`config.mk`:
```
export PLATFORM = sky130hd
export DESIGN_NAME = shifter_rr_arbiter
export DESIGN_NICKNAME = d
export VERILOG_FILES = /design/src/rtl/shifter_pkg.sv /design/src/rtl/barrelshifter_8.sv /design/src/rtl/shifter_rr_arbiter.sv
export SDC_FILE = /design/constraint.sdc
export NUM_CORES = 1
export LEC_CHECK = 0
export ABC_AREA = 1
export CAP_MARGIN = 10
export CORE_UTILIZATION = 45
export CTS_BUF_LIST = sky130_fd_sc_hd__clkbuf_4 sky130_fd_sc_hd__clkbuf_8 sky130_fd_sc_hd__clkbuf_16
export DETAILED_ROUTE_END_ITERATION = 6
export PLACE_DENSITY = 0.76
export SETUP_SLACK_MARGIN = 0.4
export SLEW_MARGIN = 20
export SYNTH_ARGS = -nofsm -noshare
export SYNTH_HDL_FRONTEND = slang
export SYNTH_SLANG_ARGS = --single-unit
```
`constraint.sdc`:
```
create_clock -name clk -period 2.3 [get_ports clk]
set_input_delay 0.345 -clock clk [delete_from_list [all_inputs] [get_ports clk]]
set_output_delay 0.345 -clock clk [all_outputs]
set_load 0.005 [all_outputs]
```
`src/rtl/shifter_pkg.sv`:
```
// shifter_pkg: shared widths, requester id type and rotate reference function
package shifter_pkg;
    localparam int DATA_W = 8;
    localparam int AMT_W = 3;
    typedef enum logic {REQ0 = 1'b0, REQ1 = 1'b1} id_t;
    function automatic logic [DATA_W-1:0] rotl(input logic [DATA_W-1:0] d, input logic [AMT_W-1:0] a);
        logic [2*DATA_W-1:0] t;
        t = {d, d} << a;
        return t[2*DATA_W-1:DATA_W];
    endfunction
endpackage

```
`src/rtl/barrelshifter_8.sv`:
```
// barrelshifter_8: combinational 8-bit rotate-left by ctrl in three log stages
module barrelshifter_8
    import shifter_pkg::*;
(
    input  logic [DATA_W-1:0] in,
    input  logic [AMT_W-1:0]  ctrl,
    output logic [DATA_W-1:0] out
);
    logic [DATA_W-1:0] s1, s2;
    always_comb begin
        s1 = ctrl[0] ? {in[6:0], in[7]} : in;
        s2 = ctrl[1] ? {s1[5:0], s1[7:6]} : s1;
        out = ctrl[2] ? {s2[3:0], s2[7:4]} : s2;
    end
endmodule

```
`src/rtl/shifter_rr_arbiter.sv`:
```
// shifter_rr_arbiter: round-robin sharing of one barrel shifter between two requesters
module shifter_rr_arbiter
    import shifter_pkg::*;
#(
    parameter int NREQ = 2,
    parameter int CNT_W = 16
) (
    input  logic              clk,
    input  logic              rst,
    input  logic              req0_valid,
    input  logic [DATA_W-1:0] req0_data,
    input  logic [AMT_W-1:0]  req0_amt,
    output logic              req0_ready,
    input  logic              req1_valid,
    input  logic [DATA_W-1:0] req1_data,
    input  logic [AMT_W-1:0]  req1_amt,
    output logic              req1_ready,
    output logic              out_valid,
    output logic [DATA_W-1:0] out_data,
    output logic              out_id,
    input  logic              out_ready,
    output logic [CNT_W-1:0]  gnt_cnt0,
    output logic [CNT_W-1:0]  gnt_cnt1
);
    logic [NREQ-1:0] valid;
    logic can_accept, grant;
    id_t ptr, win;
    logic [DATA_W-1:0] wdata, sh;
    logic [AMT_W-1:0] wamt;
    always_comb begin
        valid = {req1_valid, req0_valid};
        can_accept = !out_valid | out_ready;
        // ptr only breaks ties; a lone requester always wins
        win = (&valid) ? ptr : id_t'(valid[1]);
        req0_ready = can_accept & (win == REQ0);
        req1_ready = can_accept & (win == REQ1);
        grant = |(valid & {req1_ready, req0_ready});
        wdata = (win == REQ1) ? req1_data : req0_data;
        wamt = (win == REQ1) ? req1_amt : req0_amt;
    end
    barrelshifter_8 u_shift (
        .in  (wdata),
        .ctrl(wamt),
        .out (sh)
    );
    always_ff @(posedge clk) begin
        if (rst) begin
            out_valid <= 1'b0;
            out_data <= '0;
            out_id <= 1'b0;
            gnt_cnt0 <= '0;
            gnt_cnt1 <= '0;
            ptr <= REQ0;
        end else if (grant) begin
            out_valid <= 1'b1;
            out_data <= sh;
            out_id <= win;
            ptr <= id_t'(~win);
            if (win == REQ1) gnt_cnt1 <= gnt_cnt1 + 1'b1;
            else gnt_cnt0 <= gnt_cnt0 + 1'b1;
        end else if (out_ready) begin
            out_valid <= 1'b0;
        end
    end
endmodule

```
# Word-level counts from Yosys, hierarchy flattened
# Cells that the tools add are included.
# word_totals
reg_bits,43
inputBits,27
wordCells,27
# op_classes
n_addsub,2
n_mux,8
bitwise_logic,5
reduce_logical,6
# op_table
cell,n
$add 16x1->16 const B,2
$mux 8,4
$reduce_and 2->1,3
$mux 1,3
$mux 3,1
$and 1x1->1,2
$and 2x2->2,1
$reduce_bool 2->1,1
$reduce_or 2->1,1
$logic_not 1->1,1
$not 1->1,1
$or 1x1->1,1

# Longest topological paths before layout
# Gate-level depths: netlist of run 1.
# logic_depth
ltp_word,7
depth_mapped,12
depth_no_buf,12

# Modules after synthesis
# From an unflattened synthesis of run 1, not the netlist that was laid out.
# unflattened
hier_cells,397
area_unflattened_um2,2519.9
# modules_own_cells
module,n_inst,cells_per_inst,area_each_um2,seq_area_each_um2
shifter_rr_arbiter,1,335,2183.3,860.8
barrelshifter_8,1,62,336.6,0.0

# Worst setup path before layout of run 1
# No wires, ideal clock.
# synth_path
path_type,register to register
startpoint,reg gnt_cnt0[0]
endpoint,reg gnt_cnt0[12]
t_arrival_ns,1.261
t_required_ns,2.167
setup_slack_ns,0.907
path_stages_with_launch,7
path_buffers,0
period_less_slack_ns,1.393
path_cell_list,dfxtp_1 -> ha_1 -> nand4_1 -> nor3_1 -> nand2_2 -> nor3_1 -> nor3_2
# synth_between
elab_chain_cells,1
# synth_rtl
item,line_no,rtl
start: declaration,shifter_rr_arbiter.sv:22,"output logic [CNT_W-1:0] gnt_cnt0,"
start signal: assignment,shifter_rr_arbiter.sv:60,else gnt_cnt0 <= gnt_cnt0 + 1'b1;
$add 16x1->16,shifter_rr_arbiter.sv:60,
# No other way between the ends.
# A chain may end at the register's enable or synchronous reset.

# Worst setup path after layout of run 1
# layout_path
startpoint,in out_ready
endpoint,out req1_ready
# layout_between
elab_chain_cells,2
# layout_rtl
item,line_no,rtl
start: declaration,shifter_rr_arbiter.sv:21,"input logic out_ready,"
$or 1x1->1,shifter_rr_arbiter.sv:32,can_accept = !out_valid | out_ready;
$and 1x1->1,shifter_rr_arbiter.sv:36,req1_ready = can_accept & (win == REQ1);
end: declaration,shifter_rr_arbiter.sv:17,"output logic req1_ready,"
# No other way between the ends.

==> out/metrics.cfg, run 1 <==
[run_status]
status=finished, final reports clean

[timing]
tightest_slew_ns=0.338
timing.fmax_ghz=0.571
setup_viol=0
slew_headroom=0.773
min_period_ns=1.75
rsz0062_at_grt=no
finalHoldViolations=0
whs_ns=0.479
finClkSkew_ns=0.00524
fin_crit_sh=0.762
drv_slew=0
setup-tns-final_ns=0

[logic_synthesis]
synth_area_leaders=dfxtp_1 34%, nand2_1 13%, nand3_1 12%
synth_nets=409
yosysSeqAreaShare=0.340
syn_avg_cell_area_um2=6.66
yosys_warnings=0
yosysTopAreaCellShare=0.340
syn_inst=380
synthesis.area_um2=2530
ys_types=31
yosys_register_bits=43
yosys.area.top_type=dfxtp_1

[die]
core_um2=5270
io_pins=71
die_area_um2=5930
die_x_um=77
start_util=0.480
rows=26
die_y_um=77

[global_routing]
antenna_found_initial=0
grt_pass1_vias=2385
grt_first_pass_wirelength_mm=10.5
grt_use_total=0.217
grt_start_max_net_pins=21
gr-total-overflow=0

[clocking]
cts_tree=done
cts.sinks=43
clk_pin_slew_ns=0.08
clock-root-buffer=clkbuf_8
clock_latency_ns=0.30
hold_buffers=0
h-tree-depth=2
cts_buffers=5
clockBufferDepth=2

[placement]
place_area_um2=3300
place_congestion=0.821
port-buffer-count=70
hpwl_mm=4.74
dp_cells=517

[setup_path]
rrSetupSlack_ns=0.62
path_max_fanout=3
path_class=in2out
worstPathArrival_ns=1.41
start_kind=input pin
cp-end-kind=primary output
worstPathRequired_ns=1.96

[layout]
diodes=0
nets=488
drive_gt1_frac=0.102
final_cells=530
nFillCells=516
area_growth_pct=36.3
design_area_um2=3450

[routing]
via_per_inst=4.99
wire_per_inst_um=11.7
postRouteAntennaNets=0
drt-total-wl_mm=6.20
dr.pass1.iters=4
drtIter0Drc=138
drc=0
num_vias=2646

[power_and_ir_drop]
peakVddDrop_v=0.000435
powerDensity_nw_per_um2=509
p_leak_nw=1.52

[hold_path]
hold_class=reg2reg

[job]
drv_cap=0

-- cell usage in the layout (no fill, tap or decap), types with 2 or more instances in the layout --
cell type        synthesis  final
o21ai_0                 15     15
inv_2                    3      4
buf_4                    2     11
o21ai_1                  3      3
xor2_1                   2      2
clkdlybuf4s50_1          0     67
nor3b_2                  2      2
nor2_2                   2      2
dfxtp_1                 43     43
nand3_1                 63     63
nor3_1                  17     17
dlygate4sd2_1            0      2
nand2_4                  5      5
nor3_2                   2      2
nand2_2                  6      6
nand2_1                 90     90
clkbuf_8                 0      5
nand4_1                  5      5
ha_1                     2      2
nor2_8                   2      2
inv_1                   52     51
xnor2_1                  3      3
a21oi_1                 24     24
nor2_4                   2      2
nor2_1                  22     22
-- synthesized netlist by cell type --
cell and instances:
o21ai_0 15, inv_2 3, buf_6 3, nor3_1 17, nor2_2 2, nor3_2 2
a211oi_1 1, nand3b_1 1, xor2_1 2, a21oi_1 24, and3_1 1, buf_2 1
ha_1 2, dfxtp_1 43, nor2_4 2, buf_4 2, inv_4 1, nand2_2 6
clkbuf_1 3, o21ai_4 1, nand4_1 5, nand3_1 63, nor2_8 2, xnor2_1 3
inv_1 52, nand3_2 1, o21ai_1 3, nand2_1 90, nor3b_2 2, nor2_1 22
nand2_4 5
-- cell families (layout without fill, tap and decap cells) --
group           count (synthesis)  count (layout)  synth area share
compound gates                 44              44            0.0924
xor+xnor                        5               5            0.0173
fa+ha+maj                       2               2           0.00988
buf+inv                        65             145             0.110
flops                          43              43             0.340
simple gates                  221             221             0.431
-- metal layers --
| metal | routed length, um | vias to the layer above | GRT usage |
|---|---|---|---|
| li1 | - | 1389 | - |
| met1 | 2910 | 1182 | 0.272 |
| met2 | 2920 | 69 | 0.374 |
| met3 | 324 | 6 | 0.0464 |
| met4 | 50 | 0 | 0.0566 |
| met5 | 0 | - | 0 |
-- registers in the layout, summed over array words and instances, names as in the netlist --
name       flops
gnt_cnt0      16
gnt_cnt1      16
out_data       8
out_id         1
out_valid      1
ptr            1
-- layout make-up --
class	count	area, um2	area share
multi-input combinational	272	1390	0.404
tap	70	87.6	0.0254
timing repair buffer	81	783	0.227
inverter	56	213	0.0617
sequential	43	861	0.250
clock inverter	3	43.8	0.0127
clock buffer	5	68.8	0.0199
-- power breakdown --
part / total [mW] / switching [mW] / leakage (nW) / internal (mW)
Sequential: 0.793 / 0.0205 / 0.350 / 0.772
Clock: 0.588 / 0.264 / 0.0581 / 0.323
Combinational: 0.377 / 0.201 / 1.11 / 0.176
-- stage by stage --
stage	util	power [mW]	setup slack, ns
2_1_floorplan	-	1.03	0.907
6_report	0.655	1.76	0.548
4_1_cts	0.650	1.77	0.371
3_3_place_gp	0.626	1.17	0.251
3_5_place_dp	0.626	1.18	0.173
5_1_grt	0.655	1.85	0.412
-- timing repair --
item	CTS	global route
pin swaps	1	2
endpoints found under the setup margin	2	2
setup buffers	2	3
resized for setup	2	2
-- worst max-delay path: stages --
cell and delay, ns:
clkdlybuf4s50_1 0.45, inv_1 0.04, nand2_2 0.09, buf_4 0.12, inv_2 0.05, nor2_8 0.07, dlygate4sd2_1 0.23
-- final timing paths --
kind,from,to,cells after the start
worst min register to register,out_id$_SDFFE_PP0P_,out_id$_SDFFE_PP0P_,2
worst max register to register,ptr$_SDFFE_PP0P_,gnt_cnt0[15]$_SDFFE_PP0P_,12
worst max-delay path,out_ready,req1_ready,7
worst min-delay path,out_id$_SDFFE_PP0P_,out_id$_SDFFE_PP0P_,2
Power figures use the tool's default switching activity.
==> run 2: changes to the inputs <==
==> constraint.sdc (replaced) <==
create_clock -name clk -period 1.65 [get_ports clk]
set_input_delay 0.2475 -clock clk [delete_from_list [all_inputs] [get_ports clk]]
set_output_delay 0.2475 -clock clk [all_outputs]
set_load 0.005 [all_outputs]
==> run 2 against run 1 <==
Effect of this change:
- routed wire length up 56%
- first-iteration DRC count up 120%
- register-to-register slack worse by 0.60 ns
- die area unchanged
- setup slack worse by 0.53 ns
- combinational power up 110%
- cell area up 30%
- total power up 55%
- highest routed layer unchanged
==> out/metrics.cfg, run 2 (same netlist as run 1, synthesis figures left out) <==
[routing]
postRouteAntennaNets=0
wire_per_inst_um=16.4
dr.pass1.iters=6
drt-total-wl_mm=9.65
drtIter0Drc=307
via_per_inst=5.49
drc=0
num_vias=3237

[clocking]
cts_tree=done
hold_buffers=0
clk_pin_slew_ns=0.09
clock_latency_ns=0.30
clock-root-buffer=clkbuf_8
h-tree-depth=2
cts.sinks=43
cts_buffers=5
clockBufferDepth=2

[global_routing]
gr-total-overflow=0
antenna_found_initial=0
grt_pass1_vias=2902
grt_use_total=0.277
grt_start_max_net_pins=21
grt_first_pass_wirelength_mm=13.3

[layout]
layout_commonest_cell=nand2_1
area_growth_pct=77.6
reg_top3=gnt_cnt0 x16, gnt_cnt1 x16, out_data x8
final_cell_mix=57 x nand2_1, 54 x buf_4, 46 x inv_1
diodes=0
drive_gt1_frac=0.462
nets=548

[hold_path]
holdPathEnd=out_valid$_SDFFE_PP0P_
hold_class=in2reg
whs_path_depth=3
min-delay-start=req0_valid

[timing]
slew_headroom=0.793
drv_slew=0
finalHoldViolations=0
min_period_ns=1.63
timing.fmax_ghz=0.614
setup_viol=0
finClkSkew_ns=0.0105
fin_ws_ns=0.0213
rsz0062_at_grt=yes
fin_crit_sh=0.987
tightest_slew_ns=0.308

[die]
core_um2=5270
die_x_um=77
die_area_um2=5930
rows=26
die_y_um=77
io_pins=71
start_util=0.480

[power_and_ir_drop]
peakVddDrop_v=0.000489
p_seq_frac=0.401
power_mw=2.72
powerDensity_nw_per_um2=606
internal-power_mw=1.86
p_leak_nw=2.23
p_clk_frac=0.312
p_sw_mw=0.861
power_frac_comb=0.287
switching_share=0.316

[placement]
place_congestion=0.845
hpwl_mm=5.13
pre_cts_ws_ns=-0.299
port-buffer-count=70

[setup_path]
rrSetupSlack_ns=0.02
r2r-end=out_data[3]$_SDFFE_PP0P_
worstPathArrival_ns=1.83
path_class=reg2reg
reg2reg_depth=13
r2r_start=ptr$_SDFFE_PP0P_
worstPathRequired_ns=1.85
slowest_delay_ns=0.36
cp-end-kind=register
start_kind=register
cp_cell_sequence=inv_2, nand2_4, nand2_8, buf_8, buf_6, nand2_1, nand2_2, nand2_2, nand3_2, nand3_2, nand3_1, nand2_1, inv_1
path_max_fanout=8
cpMaxStageDelayCell=dfxtp_2

[run_status]
status=finished, final reports clean

[job]
drv_cap=0

==> run 2: cell count changes in the layout (fill, tap and decap cells not counted), moves of 10 or more <==
cell	change
clkdlybuf4s50_1	-43
nand2_2	+24
buf_6	+17
dfxtp_1	-36
dlygate4sd2_1	+41
nand2_1	-33
dfxtp_4	+13
nor3_1	-10
buf_4	+43
nand3_2	+27
nand3_1	-34
dfxtp_2	+23
==> run 2: worst max-delay path, delay by kind of cell (launching register included) <==
family	cells	cell delay [ns]
flip-flops	1	0.36
buffers and inverters	4	0.38
AND/OR/NAND/NOR	9	0.78
==> run 2: per-stage QoR <==
stage / hold WS, ns / utilization / cells / setup TNS [ns] / cell area [um2]
after floorplan: 0.379 / - / 380 / 0 / 2620
after global placement: 0.456 / 0.668 / 534 / -5.54 / 3520
after detailed placement: 0.473 / 0.668 / 534 / -6.26 / 3520
after CTS: 0.427 / 0.792 / 578 / 0 / 4180
after global routing: 0.485 / 0.853 / 590 / -0.622 / 4490
final: 0.431 / 0.853 / 590 / 0 / 4490
==> run 2: routing by layer <==
layer | track usage | wire length, um | vias up
met3 | 0.0405 | 452 | 35
met5 | 0 | 0 | -
met4 | 0.0679 | 341 | 0
met2 | 0.487 | 4900 | 141
met1 | 0.354 | 3960 | 1547
li1 | - | - | 1514
==> run 2: how the worst max path moves through the flow <==
stage / start / endpoint / cells past startpoint
after floorplan: gnt_cnt0[0]$_SDFFE_PP0P_ / gnt_cnt0[12]$_SDFFE_PP0P_ / 6
after global placement: req0_valid / gnt_cnt0[15]$_SDFFE_PP0P_ / 10
after detailed placement: req1_valid / out_data[0]$_SDFFE_PP0P_ / 11
after CTS: ptr$_SDFFE_PP0P_ / out_data[2]$_SDFFE_PP0P_ / 11
after global routing: ptr$_SDFFE_PP0P_ / out_data[6]$_SDFFE_PP0P_ / 11
final: ptr$_SDFFE_PP0P_ / out_data[3]$_SDFFE_PP0P_ / 13
==> run 2: timing repair <==
action,4_1_cts,5_1_grt
setup endpoints to repair,84,46
pin swaps,22,31
hold endpoints to repair,0,0
resized for setup,158,58
setup buffers,36,12
==> run 2: final cells by class <==
| type | instances | area (um2) |
|---|---|---|
| clock buffers | 5 | 68.8 |
| clock inverters | 3 | 43.8 |
| fillers | 274 | 776 |
| inverters | 56 | 220 |
| multi-input cells | 272 | 1880 |
| flip-flops and latches | 43 | 938 |
| well taps | 70 | 87.6 |
| repair buffers | 141 | 1250 |
==> run 2: power by group through the flow <==
stage          clock (mW)  sequential (mW)  combinational (mW)
4_1_cts             0.840             1.09               0.658
5_1_grt             0.904             1.10               0.837
3_3_place_gp            0             1.13               0.561
6_report            0.848             1.09               0.781
3_5_place_dp            0             1.13               0.573
2_1_floorplan           0             1.13               0.328
==> run 3: changes to the inputs <==
--- a/config.mk
+++ b/config.mk
@@ -7,7 +7,7 @@
 export LEC_CHECK = 0
 export ABC_AREA = 1
 export CAP_MARGIN = 10
-export CORE_UTILIZATION = 45
+export CORE_UTILIZATION = 43
 export CTS_BUF_LIST = sky130_fd_sc_hd__clkbuf_4 sky130_fd_sc_hd__clkbuf_8 sky130_fd_sc_hd__clkbuf_16
 export DETAILED_ROUTE_END_ITERATION = 6
 export PLACE_DENSITY = 0.76
==> constraint.sdc (replaced) <==
create_clock -name clk -period 1.49 [get_ports clk]
set_input_delay 0.2235 -clock clk [delete_from_list [all_inputs] [get_ports clk]]
set_output_delay 0.2235 -clock clk [all_outputs]
set_load 0.005 [all_outputs]
==> run 3 against run 2 <==
Effect of this change:
- global-route usage rose by 2.8 points
- maximum frequency down 20%
- the run now ends with setup timing left
- count of clock-buffer cells in the layout increased by 2
- cell count up 4.4%
- total power grew 14%
- core utilization increased by 4.9 points
- register-to-register slack got worse by 0.56 ns
- sequential power grew 13%
- die area rose by 4.5%
- via count up 14%
- routed wire length increased by 34%
- critical path type unchanged
==> out/metrics.cfg, run 3 (same netlist as run 1, synthesis figures left out) <==
[layout]
nFillCells=227
final_cell_mix=52 x buf_6, 50 x buf_4, 44 x inv_1, 44 x nand2_1, 34 x nand3_2
nets=572
reg_top3=gnt_cnt0 x16, gnt_cnt1 x16, out_data x8
final_cells=616
finish.utilization=0.901
drive_gt1_frac=0.588
area_growth_pct=98.5
diodes=0
layout_commonest_cell=buf_6

[hold_path]
hold_class=in2reg

[global_routing]
grt_start_max_net_pins=21
grt_use_total=0.305
antenna_found_initial=0
grt_first_pass_wirelength_mm=14.8
gr-total-overflow=0
grt_pass1_vias=3289

[setup_path]
path_class=reg2reg
worstPathArrival_ns=2.24
path_depth=12
worstPathRequired_ns=1.70
reg2reg_depth=12
crit_top_cell=nand2_4
start_kind=register
crit_family=compound AO/OA/AOI/OAI gates
rrSetupSlack_ns=-0.54
path_max_fanout=16
slowest_delay_ns=0.57
crit_start=ptr$_SDFFE_PP0P_
r2r-end=out_data[2]$_SDFFE_PP0P_
crit_buf_inv=5
cpMaxStageDelayCell=o21ai_0
cp-end-kind=register
cp_cell_sequence=inv_2, nand2_4, nand2_8, nand2_4, nor2_8, buf_12, inv_6, nand2_4, o21ai_0, inv_1, nand2_2, inv_2
crit_end=out_data[2]$_SDFFE_PP0P_
r2r_start=ptr$_SDFFE_PP0P_

[routing]
postRouteAntennaNets=0
num_vias=3696
drt-total-wl_mm=12.9
drc=0
via_per_inst=6.00
wire_per_inst_um=21.0
drtIter0Drc=288
dr.pass1.iters=5

[clocking]
clock_latency_ns=0.32
cts_buffers=5
clock-root-buffer=clkbuf_8
cts_tree=done
clk_pin_slew_ns=0.09
clockBufferDepth=2
h-tree-depth=2
cts.sinks=43

[timing]
fin_ws_ns=-0.539
setup_viol=24
fin_crit_sh=1.36
timing.fmax_ghz=0.493
drv_slew=0
tightest_slew_ns=0.656
finClkSkew_ns=0.00585
slew_headroom=0.558
setup-tns-final_ns=-2.24
finalHoldViolations=0
rsz0062_at_grt=yes
min_period_ns=2.03

[placement]
dp_cells=539
port-buffer-count=70
hpwl_mm=5.04
place_congestion=0.839

[die]
rows=27
core_um2=5570
die_y_um=78.7
start_util=0.454
die_x_um=78.7
die_area_um2=6200
io_pins=71

[run_status]
violations=setup timing
status=finished with violations

[power_and_ir_drop]
powerDensity_nw_per_um2=620
peakVddDrop_v=0.000553
p_leak_nw=2.35
power_mw=3.12

[job]
drv_cap=0

run 3: layer usage:
layer | global-route usage | up-vias | wire length, um
met3 | 0.0471 | 112 | 998
met4 | 0.141 | 0 | 1090
met5 | 0 | - | 0
li1 | - | 1561 | -
met1 | 0.311 | 1733 | 4510
met2 | 0.597 | 290 | 6350
run 3: tightest hold or removal path: stages:
cell	delay, ns
dlygate4sd2_1	0.30
o21ai_0	0.15
inv_1	0.07
run 3: cell type report:
class,instances,area (um2),share of cell area
Multi-Input combinational cell,272,2060,0.410
Tap cell,72,90.1,0.0179
Inverter,56,235,0.0468
Clock buffer,7,83.8,0.0167
Sequential cell,43,937,0.187
Clock inverter,1,5.00,0.000996
Timing Repair Buffer,165,1610,0.321
run 3: worst min path at each step:
stage / start / endpoint / cells after the start
finish: req0_valid / out_valid$_SDFFE_PP0P_ / 3
global route: req0_valid / out_valid$_SDFFE_PP0P_ / 3
CTS: req0_valid / out_valid$_SDFFE_PP0P_ / 3
detailed placement: ptr$_SDFFE_PP0P_ / ptr$_SDFFE_PP0P_ / 2
global placement: ptr$_SDFFE_PP0P_ / ptr$_SDFFE_PP0P_ / 2
floorplan: req0_valid / out_valid$_SDFFE_PP0P_ / 2
run 3: stage by stage:
stage          setup WS [ns]  hold slack [ns]  instance area [um2]
6_report              -0.539            0.456                 5020
5_1_grt               -0.516            0.442                 5020
4_1_cts              -0.0367            0.383                 4470
3_5_place_dp          -0.389            0.466                 3580
3_3_place_gp          -0.355            0.458                 3580
2_1_floorplan          0.163            0.355                 2640
run 3: timing repair:
action	4_1_cts	5_1_grt
gates cloned	0	1
buffers inserted	46	22
pin swaps	33	51
resized for setup	269	104
hold buffers	0	0
setup endpoints to repair	86	70
run 3: power by group:
| group | total [mW] | internal [mW] | switching (mW) |
|---|---|---|---|
| Sequential | 1.23 | 1.19 | 0.0428 |
| Clock | 0.826 | 0.367 | 0.459 |
| Combinational | 1.06 | 0.475 | 0.584 |
| Total | 3.12 | 2.03 | 1.09 |
